===== src/rtl/mem_stage_pkg.sv =====
// Shared types and defaults for the MEM pipeline stage: dmem FSM state encoding,
// bubble constants and default widths.
package mem_stage_pkg;

  localparam int DATA_W_DEF = 32;
  localparam int ADDR_W_DEF = 32;
  localparam int REG_W_DEF  = 5;

  typedef enum logic [1:0] {
    ST_IDLE     = 2'd0,
    ST_WAIT_RSP = 2'd1,
    ST_DONE     = 2'd2
  } dmem_state_t;

  // Value loaded into every EX/MEM control bit when a bubble is inserted.
  localparam logic BUBBLE_CTRL = 1'b0;

endpackage


===== src/rtl/mem_stage_dmem_fsm.sv =====
// Data-memory handshake controller: owns the request/response state, the load
// buffer and the pipeline-wide stall raised while a memory op is in flight.
module mem_stage_dmem_fsm
  import mem_stage_pkg::*;
#(
  parameter int DATA_W = DATA_W_DEF
) (
  input  logic              clk,
  input  logic              rst_n,
  input  logic              mem_op,
  input  logic              is_load,
  input  logic              req_ready,
  input  logic              rsp_valid,
  input  logic [DATA_W-1:0] rdata,
  output logic              req_valid,
  output logic              mem_stall,
  output logic [DATA_W-1:0] load_buf
);

  dmem_state_t       state_reg;
  logic [DATA_W-1:0] load_buf_reg;

  always_ff @(posedge clk or negedge rst_n) begin
    if (!rst_n) begin
      state_reg    <= ST_IDLE;
      load_buf_reg <= '0;
    end else begin
      case (state_reg)
        ST_IDLE: begin
          if (mem_op && req_ready) state_reg <= ST_WAIT_RSP;
        end
        ST_WAIT_RSP: begin
          // Responses are only looked at here; strays in IDLE/DONE fall on the floor.
          if (rsp_valid) begin
            if (is_load) load_buf_reg <= rdata;
            state_reg <= ST_DONE;
          end
        end
        ST_DONE: state_reg <= ST_IDLE;
        default: state_reg <= ST_IDLE;
      endcase
    end
  end

  // Decoded purely from registered state and the registered EX/MEM op.
  assign req_valid = (state_reg == ST_IDLE) && mem_op;
  assign mem_stall = req_valid || (state_reg == ST_WAIT_RSP);
  assign load_buf  = load_buf_reg;

endmodule


===== src/rtl/mem_stage.sv =====
// MEM pipeline stage: EX/MEM and MEM/WB registers, branch redirect and dmem access.
// Optional macro MEM_MISALIGN_CHECK_EN suppresses misaligned accesses and flags them.
module mem_stage
  import mem_stage_pkg::*;
#(
  parameter int DATA_W = DATA_W_DEF,
  parameter int ADDR_W = ADDR_W_DEF,
  parameter int REG_W  = REG_W_DEF
) (
  input  logic              clk,
  input  logic              rst_n,
  input  logic [DATA_W-1:0] EX_ALU_result,
  input  logic              EX_zero,
  input  logic [REG_W-1:0]  EX_rd,
  input  logic              EX_stall,
  input  logic              EX_branch,
  input  logic              EX_memread,
  input  logic              EX_memtoreg,
  input  logic              EX_memwrite,
  input  logic              EX_regwrite,
  input  logic              EX_unconditional_jmp,
  input  logic [DATA_W-1:0] EX_rs2_data,
  output logic [DATA_W-1:0] EX_MEM_ALU_result,
  output logic [REG_W-1:0]  EX_MEM_rd,
  output logic              EX_MEM_regwrite,
  output logic              EX_MEM_memtoreg,
  output logic              EX_MEM_memread,
  output logic              MEM_pc_src,
  output logic              MEM_stall,
  output logic              dmem_req_valid,
  input  logic              dmem_req_ready,
  output logic              dmem_we,
  output logic [ADDR_W-1:0] dmem_addr,
  output logic [DATA_W-1:0] dmem_wdata,
  input  logic              dmem_rsp_valid,
  input  logic [DATA_W-1:0] dmem_rdata,
`ifdef MEM_MISALIGN_CHECK_EN
  output logic              MEM_misalign_err,
`endif
  output logic [REG_W-1:0]  MEM_WB_rd,
  output logic              MEM_WB_regwrite,
  output logic [DATA_W-1:0] MEM_WB_result
);

  logic              ex_mem_branch_reg;
  logic              ex_mem_zero_reg;
  logic              ex_mem_memwrite_reg;
  logic              ex_mem_jmp_reg;
  logic [DATA_W-1:0] ex_mem_rs2_reg;
  logic              mem_op;
  logic              misalign;
  logic [DATA_W-1:0] load_buf;

  // A held EX/MEM slot wins over the load-use bubble so the stalled op survives.
  always_ff @(posedge clk or negedge rst_n) begin
    if (!rst_n) begin
      EX_MEM_ALU_result   <= '0;
      EX_MEM_rd           <= '0;
      EX_MEM_regwrite     <= 1'b0;
      EX_MEM_memtoreg     <= 1'b0;
      EX_MEM_memread      <= 1'b0;
      ex_mem_branch_reg   <= 1'b0;
      ex_mem_zero_reg     <= 1'b0;
      ex_mem_memwrite_reg <= 1'b0;
      ex_mem_jmp_reg      <= 1'b0;
      ex_mem_rs2_reg      <= '0;
    end else if (!MEM_stall) begin
      if (EX_stall) begin
        EX_MEM_ALU_result   <= '0;
        EX_MEM_rd           <= '0;
        EX_MEM_regwrite     <= BUBBLE_CTRL;
        EX_MEM_memtoreg     <= BUBBLE_CTRL;
        EX_MEM_memread      <= BUBBLE_CTRL;
        ex_mem_branch_reg   <= BUBBLE_CTRL;
        ex_mem_zero_reg     <= BUBBLE_CTRL;
        ex_mem_memwrite_reg <= BUBBLE_CTRL;
        ex_mem_jmp_reg      <= BUBBLE_CTRL;
        ex_mem_rs2_reg      <= '0;
      end else begin
        EX_MEM_ALU_result   <= EX_ALU_result;
        EX_MEM_rd           <= EX_rd;
        EX_MEM_regwrite     <= EX_regwrite;
        EX_MEM_memtoreg     <= EX_memtoreg;
        EX_MEM_memread      <= EX_memread;
        ex_mem_branch_reg   <= EX_branch;
        ex_mem_zero_reg     <= EX_zero;
        ex_mem_memwrite_reg <= EX_memwrite;
        ex_mem_jmp_reg      <= EX_unconditional_jmp;
        ex_mem_rs2_reg      <= EX_rs2_data;
      end
    end
  end

  assign mem_op = EX_MEM_memread | ex_mem_memwrite_reg;

`ifdef MEM_MISALIGN_CHECK_EN
  assign misalign = mem_op & (|EX_MEM_ALU_result[1:0]);

  always_ff @(posedge clk or negedge rst_n) begin
    if (!rst_n) MEM_misalign_err <= 1'b0;
    else if (misalign && !MEM_stall) MEM_misalign_err <= 1'b1;
  end
`else
  assign misalign = 1'b0;
`endif

  mem_stage_dmem_fsm #(.DATA_W(DATA_W)) u_dmem_fsm (
    .clk       (clk),
    .rst_n     (rst_n),
    .mem_op    (mem_op & ~misalign),
    .is_load   (EX_MEM_memread),
    .req_ready (dmem_req_ready),
    .rsp_valid (dmem_rsp_valid),
    .rdata     (dmem_rdata),
    .req_valid (dmem_req_valid),
    .mem_stall (MEM_stall),
    .load_buf  (load_buf)
  );

  assign dmem_addr  = EX_MEM_ALU_result[ADDR_W-1:0];
  assign dmem_we    = ex_mem_memwrite_reg;
  assign dmem_wdata = ex_mem_rs2_reg;
  assign MEM_pc_src = ex_mem_jmp_reg | (ex_mem_branch_reg & ex_mem_zero_reg);

  // MEM/WB holds during a stall; rewriting the same value is harmless downstream.
  always_ff @(posedge clk or negedge rst_n) begin
    if (!rst_n) begin
      MEM_WB_rd       <= '0;
      MEM_WB_regwrite <= 1'b0;
      MEM_WB_result   <= '0;
    end else if (!MEM_stall) begin
      MEM_WB_rd       <= EX_MEM_rd;
      MEM_WB_regwrite <= EX_MEM_regwrite & ~misalign;
      MEM_WB_result   <= EX_MEM_memtoreg ? load_buf : EX_MEM_ALU_result;
    end
  end

endmodule


===== config.mk =====
export PLATFORM = sky130hd
export DESIGN_NAME = mem_stage
export DESIGN_NICKNAME = d
export VERILOG_FILES = /design/src/rtl/mem_stage_pkg.sv /design/src/rtl/mem_stage_dmem_fsm.sv /design/src/rtl/mem_stage.sv
export SDC_FILE = /design/constraint.sdc
export NUM_CORES = 1
export LEC_CHECK = 0
export ABC_AREA = 1
export CORE_MARGIN = 2
export CORE_UTILIZATION = 27
export DETAILED_ROUTE_END_ITERATION = 7
export GPL_TIMING_DRIVEN = 0
export PLACE_DENSITY = 0.63
export SLEW_MARGIN = 20
export SYNTH_ARGS = -nofsm -noshare
export SYNTH_HDL_FRONTEND = slang
export SYNTH_SLANG_ARGS = --single-unit

===== constraint.sdc =====
create_clock -name clk -period 2.9 [get_ports clk]
set_input_delay 0.29 -clock clk [delete_from_list [all_inputs] [get_ports clk]]
set_output_delay 0.29 -clock clk [all_outputs]
set_load 0.05 [all_outputs]

======== After elaboration in Yosys (flattened, before gate mapping) ========
Index checks and enable logic that the tools add are counted.
storage, ports and cells
  bits in registers ....................... 148
  latch bits .............................. 0
  memory bits (writable) .................. 0
  bits in read-only memories .............. 0
  memories ................................ 0
operators by class
  $add $sub $neg .......................... 0
  $mul .................................... 0
  divide/modulo/power cells ............... 0
  order comparisons ....................... 0
  eq/ne operators ......................... 3
  shift-type cells ........................ 0
  mux-type cells .......................... 14
  bitwise logic cells ..................... 3
  reduce and logical (&&, ||, !) cells .... 6
operators with widths
  kind                  number
  $mux W32              3
  $mux W1               7
  $mux W5               1
  $mux W2               2
  $pmux W2 S2           1
  $reduce_and A3 Y1     1
  $eq A2 B1 Y1 const B  1
  $logic_and A1 B1 Y1   2
  $logic_not A2 Y1      1
  $ne A2 B1 Y1 const B  1
  $ne A2 B2 Y1 const B  1
  $or A1 B1 Y1          2
  $reduce_and A2 Y1     1
  $and A1 B1 Y1         1
  $logic_or A1 B1 Y1    1

======== Logic depth before layout (Yosys ltp) ========
  depth in word-level cells ............... 4
  mapped depth ............................ 9
  mapped depth without buffers ............ 6

======== Cells and area by module ========
From an unflattened synthesis, not the netlist that was laid out.
unflattened totals
  cell total of the unflattened synthesis .. 768
  area, all modules ....................... 6523.8 um2
by module, submodules not included
  module              instances  cells each  area each (um2)
  mem_stage           1          614         5121.2
  mem_stage_dmem_fsm  1          154         1402.6

======== Worst setup path after synthesis ========
OpenSTA, ideal clock, no wires.
  path type ............................... reg2out
  start point ............................. register EX_MEM_memread
  end point ............................... output dmem_req_valid
  arrival time ............................ 1.567 ns
  setup slack ............................. 1.043 ns
  cell stages (with the launch flop) ...... 7
  cell sequence ........................... dfrtp_1 buf_2 inv_2 nand2_2 nand2_4 clkbuf_1 inv_1
on the way
  word-level cells in the longest chain between the ends .. 2
ends and longest elaborated chain
  what                    line                      source
  start, declared         mem_stage.sv:27           output logic EX_MEM_memread,
  start signal, assigned  mem_stage.sv:84           EX_MEM_memread <= EX_memread;
  $or A1 B1 Y1            mem_stage.sv:94           assign mem_op = EX_MEM_memread | ex_mem_memwrite_reg;
  $logic_and A1 B1 Y1     mem_stage_dmem_fsm.sv:46  assign req_valid = (state_reg == ST_IDLE) && mem_op;
  end, declared           mem_stage.sv:30           output logic dmem_req_valid,
No other way between the ends.

======== Worst setup path in the final report ========
Same ends and word-level chain as after synthesis.

==> metrics.txt <==
DRC errors left=0; I/O Buffers=257; core area=about 26000 µm²; post-synthesis instance total=943; Final Instance Area=roughly 11000 µm²; via/cell ratio=4.32; drt wl/cell=15.2 µm; fraction of layout cells with a size suffix above 1=9.00%; total gr overflow=0; row cnt=59; Critical Path Fanout Max=10; Seq/Total Area, Yosys=52.0%; number of CTS-inserted buffers=17; initial core utilization=27.4%; Slew headroom=52.0%; Root Buffer=clkbuf_16; Ant. Diodes=0; # setup viols final=0; area leader, netlist=dfrtp_1; clk buf depth=2; post-synth top area share=52.0%; initial antenna violation count=0; vias in the first global route=6613; Final #Nets=1334; endpoints failing hold=0; synth warn=0; Worst EP required=approximately 2.6 ns; slew of the pin with the lowest slew margin=0.720 ns; Die X=166 µm; crit path time final=2.65 ns; gr usage total=17.5%; total die area=27700 µm²; largest net degree at the start of global routing=83; Seq cells post-synth=148; CP Capture Type=output pin; number of H-tree levels=4; Final Util=41.6%; RSZ-0062 raised after global routing=no; Setup CP Type=reg2out; DP HPWL=17200 µm; Pre-antenna DRT Iters=5; Starting DRT DRC Count=354; post-CTS setup buffer count=0; Max Clock Freq=0.377 GHz; CTS tree=done; Total Wirelength=23900 µm; Die Height=roughly 170 µm; Max Cap Violations=0; critical path arrival=around 2.4 ns; largest cells by area after synthesis=dfrtp_1 (52%), nand2_1 (20%), nand3_1 (10%); antenna viol nets, final=0; maximum VDD drop=0.612 mV; first-pass GRT wire length=roughly 38000 µm; Worst-Skew Late Latency=approximately 0.42 ns; RePlAce Congestion=0.763; Cell Area, Synth=between 7000 and 8000 µm²; HP Class=in2reg; Area after DPL=10100 µm²; Top Ports=259; commonest cells after routing, fill and taps aside=nand2_1 (388), clkdlybuf4s50_1 (255), dfrtp_1 (148); Worst Setup Start Kind=flip-flop; final-report max-slew violation count=0; clock slew at reported path FFs=0.07 ns; Area Overhead vs Synth=52.0%; commonest non-fill, non-tap cell in the layout=nand2_1; Max Clock Skew=0.0122 ns; Netlist cell types=17; period utilization=91.5%; status=finished clean; clock sink count=between 100 and 150; Mapped Nets=around 1.1k; Power Dens Cells=around 1400 nW/µm²; Leak Pwr=0.00567 µW; hold_ws=0.360 ns; vias=6782; syn avg cell area=7.55 µm²
==> layer usage <==
layer / track usage (%) / vias to the layer above / wire, µm
met5: 0 / - / 0
met4: 4.61 / 0 / 301
met3: 3.74 / 15 / 1170
met2: 28.3 / 205 / 11300
met1: 24.0 / 3162 / 11200
li1: - / 3400 / -
==> through the flow <==
step / instances / setup WS (ns) / total power [µW] / TNS, ns
floorplan: 943 / 1.04 / 9700 / 0
global placement: 1535 / -4.86 / 12900 / -716.53
detailed placement: 1536 / 0.558 / 12900 / 0
CTS: 1569 / 0.0855 / 15500 / 0
global route: 1569 / 0.0866 / 16300 / 0
finish: 1569 / 0.247 / 15300 / 0
==> power by group <==
part	leakage, µW	switching, µW	internal (µW)
Combinational	0.00344	6170	2970
Clock	0.000314	946	1560
Sequential	0.00192	671	3000
==> area by class of cell <==
cell class	instances	area, µm²
clock buffers	18	439
repair buffers	259	2620
fillers	2695	15200
inverters	83	312
flip-flops and latches	148	3700
well taps	335	419
clock inverters	14	221
multi-input cells	619	2540
plain buffers	93	568
==> critical path, cell delays in order (launching register included) <==
cell and delay (ns):
dfrtp_1 0.34, buf_2 0.22, inv_2 0.05, nand2_2 0.07
nand2_4 0.12, clkbuf_2 0.25, inv_1 0.10, clkdlybuf4s50_1 0.80
==> synth_stat cells <==
cell      number
nand2_1      388
dfrtp_1      148
nand3_1      146
inv_1         82
nor2_1        77
buf_4         37
buf_2         27
clkbuf_1      20
buf_6          6
buf_1          3
nand2_2        2
nand2_4        2
a21o_1         1
inv_2          1
nand4_1        1
nor2_2         1
o22ai_1        1
==> repair_timing <==
action | 4_1_cts | 5_1_grt
hold buffers | 1 | 0
endpoints found under the setup margin | 0 | 2
gates resized for setup | 0 | 3
hold endpoints to repair | 66 | 0
==> worst paths after layout <==
| check | start | end | slack (ns) | cells after the start |
|---|---|---|---|---|
| worst max-delay path | EX_MEM_memread | dmem_req_valid | 0.25 | 7 |
| worst min-delay path | EX_stall | EX_MEM_ALU_result[7] | 0.36 | 4 |
| worst max register to register | EX_MEM_memread | MEM_WB_result[23] | 1.25 | 7 |
| worst min register to register | MEM_WB_result[5] | MEM_WB_result[5] | 0.47 | 2 |
| max in group asynchronous | rst_n | EX_MEM_ALU_result[1] | 1.65 | 3 |
| min in group asynchronous | rst_n | MEM_WB_result[14] | 0.40 | 2 |
==> kinds of logic after synthesis <==
logic type / Yosys count / synth area share [%]
buf+inv: 176 / 12.3
compound gates: 2 / 0.193
simple gates: 617 / 35.4
flops: 148 / 52.0
Note: power is estimated with default switching activity, not from simulation.
